**src/rtl/ysyx_25020037_axi_pkg.sv**
```systemverilog
// rtl/ysyx_25020037_axi_pkg.sv - AXI response/burst codes, CLINT map and responder FSM encoding
package ysyx_25020037_axi_pkg;

   localparam logic [1:0] RESP_OKAY   = 2'b00;
   localparam logic [1:0] RESP_SLVERR = 2'b10;
   localparam logic [1:0] RESP_DECERR = 2'b11;

   localparam logic [1:0] BURST_FIXED = 2'b00;
   localparam logic [1:0] BURST_INCR  = 2'b01;
   localparam logic [1:0] BURST_WRAP  = 2'b10;

   localparam logic [31:0] CLINT_BASE   = 32'h0200_0000;
   localparam logic [2:0]  MTIME_LO_OFF = 3'h0;
   localparam logic [2:0]  MTIME_HI_OFF = 3'h4;

   localparam logic [1:0] ST_IDLE = 2'd0;
   localparam logic [1:0] ST_WAIT = 2'd1;
   localparam logic [1:0] ST_DATA = 2'd2;

   // Burst-type and size errors outrank address decode errors.
   function automatic logic [1:0] beat_resp(input logic [1:0]  burst,
                                            input logic [2:0]  size,
                                            input logic [31:0] addr,
                                            input logic [31:0] base);
      logic [1:0] resp;
      if (burst == BURST_WRAP || burst == 2'b11)
         resp = RESP_SLVERR;
      else if (size > 3'd2)
         resp = RESP_SLVERR;
      else if (addr[31:3] != base[31:3])
         resp = RESP_DECERR;
      else if (addr[2:0] != MTIME_LO_OFF && addr[2:0] != MTIME_HI_OFF)
         resp = RESP_DECERR;
      else
         resp = RESP_OKAY;
      return resp;
   endfunction

endpackage

```
**src/rtl/ysyx_25020037_clint_if.sv**
```systemverilog
// rtl/ysyx_25020037_clint_if.sv - AXI4 read-only AR/R channel bundle for the CLINT responder
interface ysyx_25020037_clint_if;

   logic        arready;
   logic        arvalid;
   logic [31:0] araddr;
   logic [3:0]  arid;
   logic [7:0]  arlen;
   logic [2:0]  arsize;
   logic [1:0]  arburst;
   logic        rready;
   logic        rvalid;
   logic [1:0]  rresp;
   logic [31:0] rdata;
   logic        rlast;
   logic [3:0]  rid;

   modport master (
      output arvalid, araddr, arid, arlen, arsize, arburst, rready,
      input  arready, rvalid, rresp, rdata, rlast, rid
   );

   modport slave (
      input  arvalid, araddr, arid, arlen, arsize, arburst, rready,
      output arready, rvalid, rresp, rdata, rlast, rid
   );

endinterface

```
**src/rtl/ysyx_25020037_clint_mtime.sv**
```systemverilog
// rtl/ysyx_25020037_clint_mtime.sv - prescaled free-running 64-bit mtime counter
module ysyx_25020037_clint_mtime #(
   parameter int unsigned TICK_DIV = 1
) (
   input  logic        clk,
   input  logic        rst,
   output logic [63:0] mtime
);

   localparam int unsigned   PW      = (TICK_DIV > 1) ? $clog2(TICK_DIV) : 1;
   localparam logic [PW-1:0] PRE_TOP = PW'(TICK_DIV - 1);

   logic [PW-1:0] pre_q;
   logic [63:0]   cnt_q;

   always_ff @(posedge clk or posedge rst) begin
      if (rst) begin
         pre_q <= '0;
         cnt_q <= '0;
      end else if (pre_q == PRE_TOP) begin
         pre_q <= '0;
         cnt_q <= cnt_q + 64'd1;
      end else begin
         pre_q <= pre_q + PW'(1);
      end
   end

   assign mtime = cnt_q;

endmodule

```
**src/rtl/ysyx_25020037_clint.sv**
```systemverilog
// rtl/ysyx_25020037_clint.sv - AXI4 read-only CLINT responder returning a snapshotted mtime
module ysyx_25020037_clint
   import ysyx_25020037_axi_pkg::*;
#(
   parameter logic [31:0] BASE_ADDR  = CLINT_BASE,
   parameter int unsigned TICK_DIV   = 1,
   parameter int unsigned RD_LATENCY = 0
) (
   input  logic                  clk,
   input  logic                  rst,
   ysyx_25020037_clint_if.slave  axi,
   output logic [63:0]           mtime_o
);

   localparam logic [3:0] WAIT_LOAD = (RD_LATENCY > 0) ? 4'(RD_LATENCY - 1) : 4'd0;

   logic [63:0] mtime;

   ysyx_25020037_clint_mtime #(.TICK_DIV(TICK_DIV)) u_mtime (
      .clk   (clk),
      .rst   (rst),
      .mtime (mtime)
   );

   assign mtime_o = mtime;

   logic [1:0]  state;
   logic [31:0] addr_q;
   logic [3:0]  id_q;
   logic [7:0]  len_q;
   logic [7:0]  beat_q;
   logic [2:0]  size_q;
   logic [1:0]  burst_q;
   logic [63:0] snap;
   logic [3:0]  wait_cnt;
   logic        arready_q;
   logic        rvalid_q;
   logic        rlast_q;
   logic [1:0]  rresp_q;
   logic [31:0] rdata_q;
   logic [3:0]  rid_q;

   // Beat to load into R: the current one while R is empty, else the one after the accepted beat.
   logic [31:0] adv_addr;
   logic [31:0] sel_addr;
   logic [7:0]  sel_beat;
   logic [1:0]  sel_resp;
   logic [31:0] sel_data;

   always_comb begin
      adv_addr = (burst_q == BURST_FIXED) ? addr_q : addr_q + 32'd4;
      sel_addr = rvalid_q ? adv_addr : addr_q;
      sel_beat = rvalid_q ? beat_q + 8'd1 : beat_q;
      sel_resp = beat_resp(burst_q, size_q, sel_addr, BASE_ADDR);
      sel_data = 32'd0;
      if (sel_resp == RESP_OKAY)
         sel_data = sel_addr[2] ? snap[63:32] : snap[31:0];
   end

   always_ff @(posedge clk or posedge rst) begin
      if (rst) begin
         state     <= ST_IDLE;
         addr_q    <= '0;
         id_q      <= '0;
         len_q     <= '0;
         beat_q    <= '0;
         size_q    <= '0;
         burst_q   <= '0;
         snap      <= '0;
         wait_cnt  <= '0;
         arready_q <= 1'b0;
         rvalid_q  <= 1'b0;
         rlast_q   <= 1'b0;
         rresp_q   <= RESP_OKAY;
         rdata_q   <= '0;
         rid_q     <= '0;
      end else begin
         case (state)
            ST_IDLE: begin
               if (arready_q && axi.arvalid) begin
                  addr_q    <= axi.araddr;
                  id_q      <= axi.arid;
                  len_q     <= axi.arlen;
                  size_q    <= axi.arsize;
                  burst_q   <= axi.arburst;
                  snap      <= mtime;
                  beat_q    <= 8'd0;
                  arready_q <= 1'b0;
                  if (RD_LATENCY > 0) begin
                     wait_cnt <= WAIT_LOAD;
                     state    <= ST_WAIT;
                  end else begin
                     state    <= ST_DATA;
                  end
               end else begin
                  arready_q <= 1'b1;
               end
            end
            ST_WAIT: begin
               if (wait_cnt == 4'd0)
                  state <= ST_DATA;
               else
                  wait_cnt <= wait_cnt - 4'd1;
            end
            ST_DATA: begin
               if (!rvalid_q || axi.rready) begin
                  if (rvalid_q && rlast_q) begin
                     rvalid_q  <= 1'b0;
                     rlast_q   <= 1'b0;
                     arready_q <= 1'b1;
                     state     <= ST_IDLE;
                  end else begin
                     if (rvalid_q) begin
                        beat_q <= sel_beat;
                        addr_q <= adv_addr;
                     end
                     rvalid_q <= 1'b1;
                     rdata_q  <= sel_data;
                     rresp_q  <= sel_resp;
                     rlast_q  <= (sel_beat == len_q);
                     rid_q    <= id_q;
                  end
               end
            end
            default: state <= ST_IDLE;
         endcase
      end
   end

   assign axi.arready = arready_q;
   assign axi.rvalid  = rvalid_q;
   assign axi.rlast   = rlast_q;
   assign axi.rresp   = rresp_q;
   assign axi.rdata   = rdata_q;
   assign axi.rid     = rid_q;

endmodule
```
**src/flat_wrapper.sv**
```systemverilog
// flat-port wrapper written by rule: the top's interface ports become plain ports
module ysyx_25020037_clint_flat import ysyx_25020037_axi_pkg::*;
#(
   parameter logic [31:0] BASE_ADDR  = CLINT_BASE,
   parameter int unsigned TICK_DIV   = 1,
   parameter int unsigned RD_LATENCY = 0
)
  (clk, rst, mtime_o, axi_arvalid, axi_araddr, axi_arid, axi_arlen, axi_arsize, axi_arburst, axi_rready, axi_arready, axi_rvalid, axi_rresp, axi_rdata, axi_rlast, axi_rid);
  ysyx_25020037_clint_if axi_i ();
  input  logic clk;
  input  logic rst;
  output logic [63:0] mtime_o;
  input wire logic [$bits(axi_i.arvalid)-1:0] axi_arvalid;
  input wire logic [$bits(axi_i.araddr)-1:0] axi_araddr;
  input wire logic [$bits(axi_i.arid)-1:0] axi_arid;
  input wire logic [$bits(axi_i.arlen)-1:0] axi_arlen;
  input wire logic [$bits(axi_i.arsize)-1:0] axi_arsize;
  input wire logic [$bits(axi_i.arburst)-1:0] axi_arburst;
  input wire logic [$bits(axi_i.rready)-1:0] axi_rready;
  output wire logic [$bits(axi_i.arready)-1:0] axi_arready;
  output wire logic [$bits(axi_i.rvalid)-1:0] axi_rvalid;
  output wire logic [$bits(axi_i.rresp)-1:0] axi_rresp;
  output wire logic [$bits(axi_i.rdata)-1:0] axi_rdata;
  output wire logic [$bits(axi_i.rlast)-1:0] axi_rlast;
  output wire logic [$bits(axi_i.rid)-1:0] axi_rid;
  assign axi_i.arvalid = axi_arvalid;
  assign axi_i.araddr = axi_araddr;
  assign axi_i.arid = axi_arid;
  assign axi_i.arlen = axi_arlen;
  assign axi_i.arsize = axi_arsize;
  assign axi_i.arburst = axi_arburst;
  assign axi_i.rready = axi_rready;
  assign axi_arready = axi_i.arready;
  assign axi_rvalid = axi_i.rvalid;
  assign axi_rresp = axi_i.rresp;
  assign axi_rdata = axi_i.rdata;
  assign axi_rlast = axi_i.rlast;
  assign axi_rid = axi_i.rid;
  ysyx_25020037_clint #(.BASE_ADDR(BASE_ADDR), .TICK_DIV(TICK_DIV), .RD_LATENCY(RD_LATENCY)) u_core (.clk(clk), .rst(rst), .axi(axi_i), .mtime_o(mtime_o));
endmodule
```
**config.mk**
```make
export PLATFORM = sky130hd
export DESIGN_NAME = ysyx_25020037_clint_flat
export DESIGN_NICKNAME = d
export VERILOG_FILES = /design/src/rtl/ysyx_25020037_axi_pkg.sv /design/src/rtl/ysyx_25020037_clint_if.sv /design/src/rtl/ysyx_25020037_clint_mtime.sv /design/src/rtl/ysyx_25020037_clint.sv /design/src/flat_wrapper.sv
export SDC_FILE = /design/constraint.sdc
export NUM_CORES = 1
export LEC_CHECK = 0
export CAP_MARGIN = 20
export CORE_MARGIN = 4
export CORE_UTILIZATION = 55
export DETAILED_ROUTE_END_ITERATION = 8
export GPL_TIMING_DRIVEN = 0
export PLACE_DENSITY_LB_ADDON = 0.2
export SKIP_CTS_REPAIR_TIMING = 1
export SYNTH_ARGS = -nofsm -noshare
export SYNTH_HDL_FRONTEND = slang
export SYNTH_SLANG_ARGS = --single-unit
```
**constraint.sdc**
```tcl
create_clock -name clk -period 14.6 [get_ports clk]
set_input_delay 3.65 -clock clk [delete_from_list [all_inputs] [get_ports clk]]
set_output_delay 3.65 -clock clk [all_outputs]
set_load 0.05 [all_outputs]
```
==> qor.yml <==
antenna_cells: 0
drcViolationCount: 0
synth_fp_nets: 1203
start_util_pct: 56.5
cts_tree: "yes"
worstMarginPinSlew_ps: 921
power_density_nw_per_um2: 155
critPathCaptureType: "flop"
yosys.cell_types.count: 61
crit_path_start_kind: "input port"
netlist_area_um2: 11100
drt_wl_total_um: 30800
synthTopCellsByCount: "310 x nand2_1, 227 x dfrtp_1, 64 x xnor2_1, 55 x nand3_1, 52 x a21oi_1"
maxCapViolCount: 0
power.share.clock_pct: 29.3
yosysWarnings: 0
crit_type: "in -> reg"
setup_slack_ps: 8780
r2r_slack_ps: 11270
area_growth_pct: 25.2
firstDrtPassIters: 7
swShare_pct: 35.9
cellLeakagePower_uw: 0.00633
drtIter0Drc: 645
grt_pass1_vias: 9385
finalNetCount: 1391
cp_cell_sequence: "clkdlybuf4s50_1 > inv_1 > o21ai_0 > nand2_1 > nand2_1 > clkbuf_1 > clkbuf_1 > a21oi_1"
gp_congestion: 0.927
ys_top_cells_by_area: "dfrtp_1 51%, nand2_1 10%, xnor2_1 5.0%"
p_sw_uw: 776
gr-total-overflow: 0
critPathSlowestCell: "clkdlybuf4s50_1"
synthCells: 1147
final_layout_size_suffix_gt1_share_pct: 8.95
pwr-share-seq_pct: 36.6
hold_path.class: "reg -> reg"
async_flop_share_pct: 100
status: "finished clean"
viasPerCell: 5.78
via_count: 9339
clk_latency_ps: 530
peakVddDrop_mv: 0.108
p_comb_share_pct: 34.1
synth_edf_count: 0
fmax_mhz: 172
internal-power_uw: 1380
synth-main-ff-cell: "dfrtp_1"
skew_ps: 13.9
clock_sinks: 227
die_x_um: 150
fin_crit_ps: 5820
hold_viol: 0
track_usage_pct: 27.6
drt-wirelength-per-cell_um: 19.0
grt_pass1_wl_um: 49500
yosysMostFrequentCell: "nand2_1"
rsz0062_at_grt: "no"
antenna_found_initial: 1
clockBufferDepth: 3
critPathMaxFanout: 10
synth_top_area_cell: "dfrtp_1"
io_pins: 158
numCtsBuffers: 24
clkSlewWorstSetupHoldPaths_ps: 60
setup_viol: 0
port_buffers: 157
ys_seq_elements: 227
ant_nets: 0
cts.htree.levels: 1
drv_slew: 0
coreArea_um2: 19700
fin_tns_setup_ps: 0
syn_avg_cell_area_um2: 9.68
num_rows: 51
clockRootBuffer: "clkbuf_16"
relSlewSlack_pct: 38.1
cpPeakStageDelay_ps: 560
fin_crit_sh_pct: 39.9
die_h_um: 150
cp_data_required_time_ps: 14960
grt_start_max_net_pins: 95
yosysSeqAreaShare_pct: 51.2
post-dp-hpwl_um: 21500
fp.dieArea_um2: 22500
worstPathArrival_ps: 6190
dp_slack_ps: 8090
synth_top_area_share_pct: 51.2
[area by class of cell]
cell class / count / area, µm²
fillers: 1558 / 5760
flip-flops and latches: 227 / 5680
multi-input cells: 832 / 4850
repair buffers: 162 / 1640
clock buffers: 26 / 608
plain buffers: 73 / 509
well taps: 265 / 332
clock inverters: 17 / 201
inverters: 15 / 63.8
[sequential cells by signal, indices dropped and copies added, names as in the netlist]
register,flops
u_core.axi.rdata,32
u_core.id_q,4
u_core.snap,64
u_core.axi.rid,4
u_core.state,1
u_core.u_mtime.mtime,64
u_core.beat_q,8
u_core.axi.rlast,1
u_core.burst_q,2
u_core.axi.rresp,2
u_core.len_q,8
u_core.size_q,3
u_core.axi.rvalid,1
u_core.axi.arready,1
u_core.addr_q,32
[worst paths after layout]
kind | end | startpoint | cells after the start
max | u_core.addr_q[12] | axi_rready | 8
min | u_core.snap[23] | u_core.snap[23] | 2
max reg2reg | u_core.axi.rdata[13] | u_core.addr_q[2] | 10
min reg2reg | u_core.snap[23] | u_core.snap[23] | 2
max in group asynchronous | u_core.snap[55] | rst | 3
min in group asynchronous | u_core.u_mtime.mtime[4] | rst | 2
[cell usage in the layout (no fill, tap or decap), drive strengths merged, types with 14 or more instances in the layout]
| cell type | count |
|---|---|
| dfrtp | 227 |
| a21oi | 52 |
| nand2 | 310 |
| o22ai | 14 |
| clkbuf | 86 |
| a32o | 32 |
| xor2 | 27 |
| and3 | 22 |
| nand4 | 38 |
| o21ai | 43 |
| clkdlybuf4s50 | 157 |
| nor2 | 50 |
| xnor2 | 64 |
| inv | 15 |
| mux2 | 36 |
| nand3 | 55 |
[routing by layer]
| metal | part of all wire, % | up-vias | track usage [%] |
|---|---|---|---|
| met5 | 0.042 | - | 0 |
| met4 | 2.6 | 2 | 8.46 |
| met3 | 8.1 | 57 | 6.27 |
| met2 | 47 | 363 | 44.8 |
| met1 | 42 | 4579 | 37.4 |
| li1 | - | 4338 | - |
[worst max-delay path: cells and delay by family]
kind | cells | cell delay, ps
AO/OA/AOI/OAI | 2 | 470
buffers and inverters | 4 | 1650
AND/OR/NAND/NOR | 2 | 420
[kinds of logic after synthesis]
logic type	count (synthesis)	share of synthesized area (%)
AND/OR/NAND/NOR	521	21.6
AO/OA/AOI/OAI	179	10.8
XOR/XNOR	91	7.18
buffers and inverters	88	5.09
multiplexers	38	3.83
flip-flops	227	51.2
adder cells (fa/ha/maj)	3	0.338
[stage by stage]
step,util [%],total power [µW],cells,cell area [µm²],hold WS (ps)
2_1_floorplan,-,1330,1147,11100,441
3_3_place_gp,66.2,1500,1569,13000,453
3_5_place_dp,66.5,1520,1572,13100,461
4_1_cts,70.6,2150,1615,13900,478
5_1_grt,70.7,2270,1617,13900,488
6_report,70.7,2160,1617,13900,474
[power groups by stage]
stage	clock network (µW)	logic [µW]	registers [µW]
after floorplan	0	520	807
after global placement	0	708	793
after detailed placement	0	722	797
after CTS	638	726	788
after global routing	669	798	800
final	633	735	790
Note: power is estimated with default switching activity, not from simulation.
